$ cat src/rtl/serial_add_sequencer_pkg.sv
// Shared types and helpers for the bit-serial add sequencer.
//   state_t       : sequencer state encoding (IDLE/RUN/DONE)
//   DEFAULT_WIDTH : default operand width
//   ref_add       : reference result {ovf, cout, sum[31:0]} for widths 2..32
package serial_add_pkg;

   localparam int DEFAULT_WIDTH = 8;

   typedef enum logic [1:0] {
      ST_IDLE = 2'd0,
      ST_RUN  = 2'd1,
      ST_DONE = 2'd2
   } state_t;

   // Sum is returned zero-extended in the low 32 bits; ovf/cout sit on top.
   function automatic logic [33:0] ref_add(input logic [31:0] a,
                                           input logic [31:0] b,
                                           input logic        cin,
                                           input int unsigned width);
      logic [31:0] mask;
      logic [32:0] full;
      logic [31:0] s;
      logic        co;
      logic        ov;
      mask = (width >= 32) ? 32'hFFFF_FFFF : ((32'd1 << width) - 32'd1);
      full = {1'b0, a & mask} + {1'b0, b & mask} + {32'd0, cin};
      s    = full[31:0] & mask;
      co   = full[width];
      // same-sign operands producing a differently-signed result
      ov   = (a[width-1] == b[width-1]) && (s[width-1] != a[width-1]);
      return {ov, co, s};
   endfunction

endpackage

$ cat src/rtl/serial_add_sequencer_if.sv
// Handshake/data bundle between the user-project top level and the sequencer.
//   master : drives start/a/b/cin, observes busy/done/sum/cout/ovf
//   slave  : the sequencer side
interface serial_add_sequencer_if
   import serial_add_pkg::*;
#(
   parameter int WIDTH = DEFAULT_WIDTH
);
   logic             start;
   logic [WIDTH-1:0] a;
   logic [WIDTH-1:0] b;
   logic             cin;
   logic             busy;
   logic             done;
   logic [WIDTH-1:0] sum;
   logic             cout;
   logic             ovf;

   modport master (output start, a, b, cin,
                   input  busy, done, sum, cout, ovf);
   modport slave  (input  start, a, b, cin,
                   output busy, done, sum, cout, ovf);
endinterface

$ cat src/rtl/serial_add_sequencer_full_adder_bit.sv
// Single-bit full adder cell, purely combinational.
//   i_x, i_y, i_ci : operand bits and carry-in
//   o_s, o_co      : sum bit and carry-out
module full_adder_bit (
   input  logic i_x,
   input  logic i_y,
   input  logic i_ci,
   output logic o_s,
   output logic o_co
);
   assign o_s  = i_x ^ i_y ^ i_ci;
   assign o_co = (i_x & i_y) | (i_ci & (i_x ^ i_y));
endmodule

$ cat src/rtl/serial_add_sequencer.sv
// Bit-serial adder sequencer: captures two WIDTH-bit operands and a carry-in
// on start, feeds one bit pair per clock (LSB first) through a single full
// adder cell and assembles sum, carry-out and signed overflow.
//   i_clk  : system clock, rising edge
//   i_rst  : synchronous reset, active-high
//   io_bus : slave side of serial_add_sequencer_if
//
//   state   | meaning
//   --------+-----------------------------------------------
//   ST_IDLE | waiting for start; result outputs hold
//   ST_RUN  | one bit per cycle, WIDTH cycles, busy high
//   ST_DONE | one cycle, done high, result valid
module serial_add_sequencer
   import serial_add_pkg::*;
#(
   parameter int WIDTH = DEFAULT_WIDTH
) (
   input  logic                   i_clk,
   input  logic                   i_rst,
   serial_add_sequencer_if.slave  io_bus
);
   localparam int               CNT_W    = $clog2(WIDTH);
   localparam logic [CNT_W-1:0] CNT_LAST = CNT_W'(WIDTH - 1);

   state_t           r_state;
   logic [WIDTH-1:0] r_a_sh;
   logic [WIDTH-1:0] r_b_sh;
   logic [WIDTH-1:0] r_sum;
   logic             r_carry;
   logic [CNT_W-1:0] r_cnt;
   logic             r_busy;
   logic             r_done;
   logic             r_cout;
   logic             r_ovf;

   logic w_s;
   logic w_co;

   full_adder_bit u_fa (
      .i_x  (r_a_sh[0]),
      .i_y  (r_b_sh[0]),
      .i_ci (r_carry),
      .o_s  (w_s),
      .o_co (w_co)
   );

   always_ff @(posedge i_clk) begin
      if (i_rst) begin
         r_state <= ST_IDLE;
         r_a_sh  <= '0;
         r_b_sh  <= '0;
         r_sum   <= '0;
         r_carry <= 1'b0;
         r_cnt   <= '0;
         r_busy  <= 1'b0;
         r_done  <= 1'b0;
         r_cout  <= 1'b0;
         r_ovf   <= 1'b0;
      end else begin
         case (r_state)
            ST_IDLE: begin
               r_done <= 1'b0;
               if (io_bus.start) begin
                  r_a_sh  <= io_bus.a;
                  r_b_sh  <= io_bus.b;
                  r_carry <= io_bus.cin;
                  r_cnt   <= '0;
                  r_sum   <= '0;
                  r_cout  <= 1'b0;
                  r_ovf   <= 1'b0;
                  r_busy  <= 1'b1;
                  r_state <= ST_RUN;
               end
            end
            ST_RUN: begin
               r_sum   <= {w_s, r_sum[WIDTH-1:1]};
               r_a_sh  <= r_a_sh >> 1;
               r_b_sh  <= r_b_sh >> 1;
               r_carry <= w_co;
               if (r_cnt == CNT_LAST) begin
                  // r_carry is the carry into the MSB on this last cycle, so
                  // cout/ovf are registered here and valid together with done.
                  r_cout  <= w_co;
                  r_ovf   <= r_carry ^ w_co;
                  r_busy  <= 1'b0;
                  r_done  <= 1'b1;
                  r_state <= ST_DONE;
               end else begin
                  r_cnt <= r_cnt + 1'b1;
               end
            end
            ST_DONE: begin
               r_done  <= 1'b0;
               r_state <= ST_IDLE;
            end
            default: begin
               r_busy  <= 1'b0;
               r_done  <= 1'b0;
               r_state <= ST_IDLE;
            end
         endcase
      end
   end

   assign io_bus.busy = r_busy;
   assign io_bus.done = r_done;
   assign io_bus.sum  = r_sum;
   assign io_bus.cout = r_cout;
   assign io_bus.ovf  = r_ovf;

endmodule

$ cat src/flat_wrapper.sv
// flat-port wrapper written by rule: the top's interface ports become plain ports
module serial_add_sequencer_flat import serial_add_pkg::*;
#(
   parameter int WIDTH = DEFAULT_WIDTH
)
  (i_clk, i_rst, io_bus_start, io_bus_a, io_bus_b, io_bus_cin, io_bus_busy, io_bus_done, io_bus_sum, io_bus_cout, io_bus_ovf);
  serial_add_sequencer_if #(.WIDTH(WIDTH)) io_bus_i ();
  input  logic i_clk;
  input  logic i_rst;
  input wire logic [$bits(io_bus_i.start)-1:0] io_bus_start;
  input wire logic [$bits(io_bus_i.a)-1:0] io_bus_a;
  input wire logic [$bits(io_bus_i.b)-1:0] io_bus_b;
  input wire logic [$bits(io_bus_i.cin)-1:0] io_bus_cin;
  output wire logic [$bits(io_bus_i.busy)-1:0] io_bus_busy;
  output wire logic [$bits(io_bus_i.done)-1:0] io_bus_done;
  output wire logic [$bits(io_bus_i.sum)-1:0] io_bus_sum;
  output wire logic [$bits(io_bus_i.cout)-1:0] io_bus_cout;
  output wire logic [$bits(io_bus_i.ovf)-1:0] io_bus_ovf;
  assign io_bus_i.start = io_bus_start;
  assign io_bus_i.a = io_bus_a;
  assign io_bus_i.b = io_bus_b;
  assign io_bus_i.cin = io_bus_cin;
  assign io_bus_busy = io_bus_i.busy;
  assign io_bus_done = io_bus_i.done;
  assign io_bus_sum = io_bus_i.sum;
  assign io_bus_cout = io_bus_i.cout;
  assign io_bus_ovf = io_bus_i.ovf;
  serial_add_sequencer #(.WIDTH(WIDTH)) u_core (.i_clk(i_clk), .i_rst(i_rst), .io_bus(io_bus_i));
endmodule
$ cat config.mk
export PLATFORM = sky130hd
export DESIGN_NAME = serial_add_sequencer_flat
export DESIGN_NICKNAME = d
export VERILOG_FILES = /design/src/rtl/serial_add_sequencer_pkg.sv /design/src/rtl/serial_add_sequencer_if.sv /design/src/rtl/serial_add_sequencer_full_adder_bit.sv /design/src/rtl/serial_add_sequencer.sv /design/src/flat_wrapper.sv
export SDC_FILE = /design/constraint.sdc
export NUM_CORES = 1
export LEC_CHECK = 0
export BUFFER_PORTS_ARGS = -buffer_cell sky130_fd_sc_hd__buf_2
export CAP_MARGIN = 40
export CORE_MARGIN = 3
export CORE_UTILIZATION = 30
export DETAILED_ROUTE_END_ITERATION = 6
export SYNTH_ARGS = -nofsm -noshare
export SYNTH_HDL_FRONTEND = slang
export SYNTH_SLANG_ARGS = --single-unit
$ cat constraint.sdc
create_clock -name i_clk -period 1.45 [get_ports i_clk]
set_input_delay 0.145 -clock i_clk [delete_from_list [all_inputs] [get_ports i_clk]]
set_output_delay 0.145 -clock i_clk [all_outputs]
set_load 0.05 [all_outputs]
# After elaboration in Yosys (flattened, before gate mapping)
# Cells that the tools add are included.
[totals]
ff_bits = 34
input_bits = 20
out_inout_bits = 12
wordCells = 55
[classes]
n_addsub = 1
n_eq_ne = 6
muxes = 22
n_bitwise = 8
n_reduce_logical = 8
[op_table]
columns = ["op", "count"]
rows = [
  ["8-bit case mux with 2 select lines", 3],
  ["8-bit two-way mux", 3],
  ["3-bit AND reduction", 3],
  ["1-bit two-way mux", 6],
  ["3-bit two-way mux", 2],
  ["1-bit case mux with 2 select lines", 3],
  ["3-bit case mux with 2 select lines", 1],
  ["2-bit two-way mux", 2],
  ["2-bit != test (second input constant)", 2],
  ["2-bit case mux with 2 select lines", 1],
  ["2-bit AND reduction", 2],
  ["3-bit by 1-bit adder with 3-bit output (second input constant)", 1],
  ["3-bit == test (second input constant)", 1],
  ["1-bit case mux with 3 select lines", 1],
  ["1-bit XOR", 3],
  ["1-bit AND", 2],
  ["2-bit by 1-bit == test with 1-bit output (second input constant)", 1],
  ["2-bit == test (second input constant)", 1],
  ["2-bit zero test", 1],
  ["2-bit by 1-bit != test with 1-bit output (second input constant)", 1],
  ["1-bit NOT", 2],
  ["2-bit nonzero test", 1],
  ["2-bit OR reduction", 1],
  ["1-bit OR", 1],
]

# Longest topological paths before layout
[logic_depth]
ltp_word = 6
mapped_depth = 6
ltp_nobuf = 5

# Modules after synthesis
# From an unflattened synthesis, not the netlist that was laid out.
[hier_totals]
hier_cells = 168
area_unflattened_um2 = 1450.1
[by_module_without_submodules]
columns = ["mod", "n_inst", "cells_each", "area_each_um2", "seq_area_each_um2"]
rows = [
  ["serial_add_sequencer", 1, 167, 1430.1, 680.7],
  ["full_adder_bit", 1, 1, 20.0, 0.0],
]

# Worst setup path before layout
# No wires, ideal clock.
[synth_path]
path_type = "flip-flop to flip-flop"
startpoint = "register u_core.r_cnt[0]"
endpoint = "register u_core.r_cnt[0]"
setup_ps = 72
arrival_time_ps = 1162
required_ps = 1378
path_slack_ps = 216
stages_incl_launch_ff = 6
n_path_buf = 0
synth_period_minus_slack_ps = 1234
cell_sequence = "dfxtp_1 -> ha_1 -> ha_1 -> nor4b_1 -> a31oi_1 -> a21oi_1"
[synth_via]
elab_chain_len = 3
word_cells_on_any_way = 6
classes_between = "add/sub (1); eq/ne (2); mux (2); reduce/logical (1)"
[synth_rtl]
columns = ["element", "line_no", "rtl"]
rows = [
  ["start: declaration", "serial_add_sequencer.sv:30", "logic [CNT_W-1:0] r_cnt;"],
  ["start signal: assignment", "serial_add_sequencer.sv:89", "r_cnt <= r_cnt + 1'b1;"],
  ["3-bit by 1-bit adder with 3-bit output or 3-bit == test (tied branches)", "serial_add_sequencer.sv:89, serial_add_sequencer.sv:80", ""],
  ["3-bit two-way mux or 2-bit != test (tied branches)", "--", ""],
  ["3-bit case mux with 2 select lines or 3-bit AND reduction (tied branches)", "--", ""],
]
# Several ways; a longest one is shown, not always the timed one. The select of a mux whose other input is x is not followed.
# A chain may end at the register's enable or synchronous reset.

# Final worst setup path
[layout_path]
startpoint = "register u_core.r_state[0]"
endpoint = "register u_core.r_b_sh[6]"
[layout_via]
elab_chain_len = 3
word_cells_on_any_way = 6
classes_between = "eq/ne (2); mux (1); reduce/logical (3)"
[layout_rtl]
columns = ["element", "line_no", "rtl"]
rows = [
  ["start: declaration", "serial_add_sequencer.sv:25", "state_t r_state;"],
  ["start signal: assignment", "serial_add_sequencer.sv:49", "r_state <= ST_IDLE;"],
  ["start signal: assignment", "serial_add_sequencer.sv:72", "r_state <= ST_RUN;"],
  ["start signal: assignment", "serial_add_sequencer.sv:87", "r_state <= ST_DONE;"],
  ["2-bit by 1-bit == test with 1-bit output or 2-bit zero test (tied branches)", "serial_add_sequencer.sv:60", "case (r_state)"],
  ["2-bit nonzero test (no line) or 2-bit != test (tied branches)", "--", ""],
  ["2-bit AND reduction (no line)", "--", ""],
  ["end signal: assignment", "serial_add_sequencer.sv:65", "r_b_sh <= io_bus.b;"],
  ["end signal: assignment", "serial_add_sequencer.sv:78", "r_b_sh <= r_b_sh >> 1;"],
  ["end: declaration", "serial_add_sequencer.sv:27", "logic [WIDTH-1:0] r_b_sh;"],
]
# Several ways; a longest one is shown, not always the timed one.

==> impl_metrics.yaml <==
timing:
  tightest_slew_ps: 506
  worst_slack_ps: 126
  finalCritPeriodShare_pct: 91.3
  rsz0062_at_grt: "no"
  skew_ps: 4.24
  setup_viol: 0
  fmax_ghz: 0.755
  period_needed_ps: 1320
  relSlewSlack_pct: 66.2
  setup_tns_ps: 0
  hold_viol_final: 0
  drv_slew: 0
worst_hold_path:
  min_path_type: "input port to flop"
  whs_path_depth: 3
place:
  gp_congestion: 0.724
  port_buffers: 31
  dp_hpwl_um: 2210
  dpl.cell_count: 252
  place_worst_setup_slack_ps: 15.6
die:
  start_util_pct: 32.3
  dieWidth_um: 78.7
  die_h_um: 78.7
  ioPinCount: 32
  core_area_mm2: 0.00491
  die_area_mm2: 0.00619
  row_count: 25
global_route:
  use_met2_pct: 17.1
  antenna_found_initial: 0
  grt_pass1_wl_um: 5440
  grt.met3_usage_pct: 4.36
  met1_usage_pct: 14.1
  grt_max_degree: 29
  grt_util_all_layers_pct: 11.2
  grt_pass1_vias: 1183
  grt_most_used_layer: "met2"
  grt.overflow.total: 0
status:
  status: "complete, no violations"
routing:
  wl_um: 3230
  drt-initial-drc-count: 90
  route.detailed.drc: 0
  wl_per_cell_um: 12.4
  viasPerCell: 4.74
  vias: 1233
  ant_nets: 0
  dr.pass1.iters: 4
setup_path:
  r2r_cells: 5
  critPathArrivalTime_ps: 1530
  crit_top_cell: "buf_12"
  critPathKind: "flop to flop"
  crit_path_cell_trace: "buf_12 > o21ba_1 > buf_12 > nor2_1 > a211oi_2"
  crit_fanout: 28
  critPathLaunchType: "flop"
  crit_slowest_cell: "dfxtp_1"
  slowest_delay_ps: 400
  worstSetupEndpointType: "flop"
  critPathRequiredTime_ps: 1660
synthesis:
  synth_compound_area_share_pct: 22.8
  synth_fa_ha_area_share_pct: 3.63
  synth_top_family_by_area: "compound AO/OA/AOI/OAI gates"
  synthMuxAreaShare_pct: 8.85
  post_synth_and_or_nand_nor_area_fraction_pct: 14.3
  synth-xor-area-share_pct: 0.553
  synth_fp_nets: 184
  synth_seq_area_share_pct: 43.0
  synth_cell_types: 30
  ys_ff_latch: 34
  syn_inst: 160
  yosysWarnings: 0
  syn_avg_cell_area_um2: 9.90
  netlist_area_mm2: 0.00158
cts:
  clock-sinks: 34
  clk_latency_ps: 290
  cts_tree: "built"
  cts_made_buffers: 5
  cts-root-buf: "clkbuf_8"
  clk_pin_slew_ps: 70
  h-tree-depth: 2
  cts.path.max_buffers: 2
final_layout:
  final_cells: 260
  num_antenna_cells: 0
  fill_cells: 516
  regArea_um2: 681
  syn_to_final_growth_pct: 21.0
  multi_input_area_um2: 810
  final_nets: 216
  drive_above_1_share_pct: 33.7
power:
  p_per_area_mw_per_mm2: 1080
  peakVddDrop_mv: 0.409
  power_leakage_nw: 0.791
flow_run:
  cap_violations: 0
stage by stage:
stage / instance area (um^2) / hold WS (ps) / total power, W / util (%)
after detailed placement: 1810 / 424 / 0.00137 / 36.9
after floorplan: 1580 / 305 / 0.00129 / -
after global placement: 1810 / 425 / 0.00137 / 36.9
after CTS: 1910 / 112 / 0.00211 / 38.8
after global routing: 1920 / 144 / 0.00217 / 39.0
final: 1920 / 121 / 0.00207 / 39.0
area by class of cell:
cell class | count | share of cell area, %
Multi-Input combinational cell | 109 | 42.2
Sequential cell | 34 | 35.5
Timing Repair Buffer | 39 | 12.5
Clock buffer | 7 | 4.50
Tap cell | 67 | 4.37
Inverter | 3 | 0.587
Clock inverter | 1 | 0.261
cell usage after synthesis:
cell type / number / area, um^2
nor3b_1: 1 / 7.51
dfxtp_1: 34 / 681
mux2i_1: 14 / 140
fa_1: 1 / 20.0
nand3b_1: 3 / 22.5
a21oi_1: 7 / 35.0
o21ba_1: 1 / 10.0
o21a_1: 1 / 7.51
buf_4: 3 / 22.5
a211oi_2: 14 / 175
clkbuf_1: 4 / 15.0
nand2b_1: 3 / 18.8
o221a_2: 1 / 11.3
nor2b_1: 2 / 12.5
ha_1: 3 / 37.5
o21bai_1: 2 / 15.0
buf_6: 4 / 45.0
nor2_1: 25 / 93.8
nand3_1: 5 / 25.0
and2_1: 1 / 6.26
nand4b_1: 1 / 8.76
a22oi_1: 8 / 60.1
o21ai_0: 3 / 15.0
a31oi_1: 4 / 25.0
nor4b_1: 1 / 8.76
buf_2: 3 / 15.0
a211oi_1: 1 / 7.51
xor2_1: 1 / 8.76
nand2_1: 6 / 22.5
inv_1: 3 / 11.3
cells by family after synthesis:
logic type	Yosys count
AO/OA/AOI/OAI	42
buffers and inverters	17
multiplexers	14
flip-flops	34
AND/OR/NAND/NOR	48
adder cells (fa/ha/maj)	4
XOR/XNOR	1
final timing paths:
kind                     startpoint                to  slack (ps)
setup / recovery  u_core.r_state[0]  u_core.r_b_sh[6]         130
hold / removal          io_bus_a[7]  u_core.r_a_sh[7]         120
setup reg to reg  u_core.r_state[0]  u_core.r_b_sh[6]         130
hold reg to reg    u_core.r_a_sh[7]  u_core.r_a_sh[7]         490
critical path: cells and delay by family (launching register included):
family / cells / cell delay (ps)
and+or+nand+nor: 1 / 80
AOI/OAI and AO/OA: 2 / 380
buffers and inverters: 2 / 380
DFF: 1 / 400
where the power goes:
part | internal, W | switching (W)
logic | 0.000148 | 0.000179
registers | 0.000988 | 0.0000347
clock network | 0.000383 | 0.000339
total | 0.00152 | 0.000553
registers in the layout, summed over array words and instances, names as in the netlist:
signal	cells
u_core.io_bus.sum	8
u_core.r_a_sh	8
u_core.r_b_sh	8
u_core.r_cnt	3
u_core.r_state	2
u_core.io_bus.busy	1
u_core.io_bus.cout	1
u_core.io_bus.done	1
u_core.io_bus.ovf	1
u_core.r_carry	1
metal layers:
layer | part of all wire (%) | up-vias
met4 | 0.34 | 0
li1 | - | 636
met5 | 0 | -
met3 | 7.1 | 2
met2 | 47 | 31
met1 | 46 | 564
what timing repair did:
action	4_1_cts	5_1_grt
setup buffers	0	0
setup endpoints to repair	1	3
hold endpoints to repair	0	0
hold buffers	0	0
pin swaps	0	0
gates resized for setup	1	3
cell usage in the layout, fill, tap and decap left out, types with 2 or more instances in the layout:
master,count
dfxtp_1,34
mux2i_1,14
a22oi_1,8
nand3_1,5
buf_2,31
buf_12,2
a31oi_1,4
nand2_1,6
a21oi_1,7
inv_1,3
nor2b_1,2
nor2_1,24
clkbuf_8,6
nand2b_1,3
o21ai_0,3
ha_1,2
nand3b_1,3
buf_4,6
a211oi_2,14
Power figures use the tool's default switching activity.
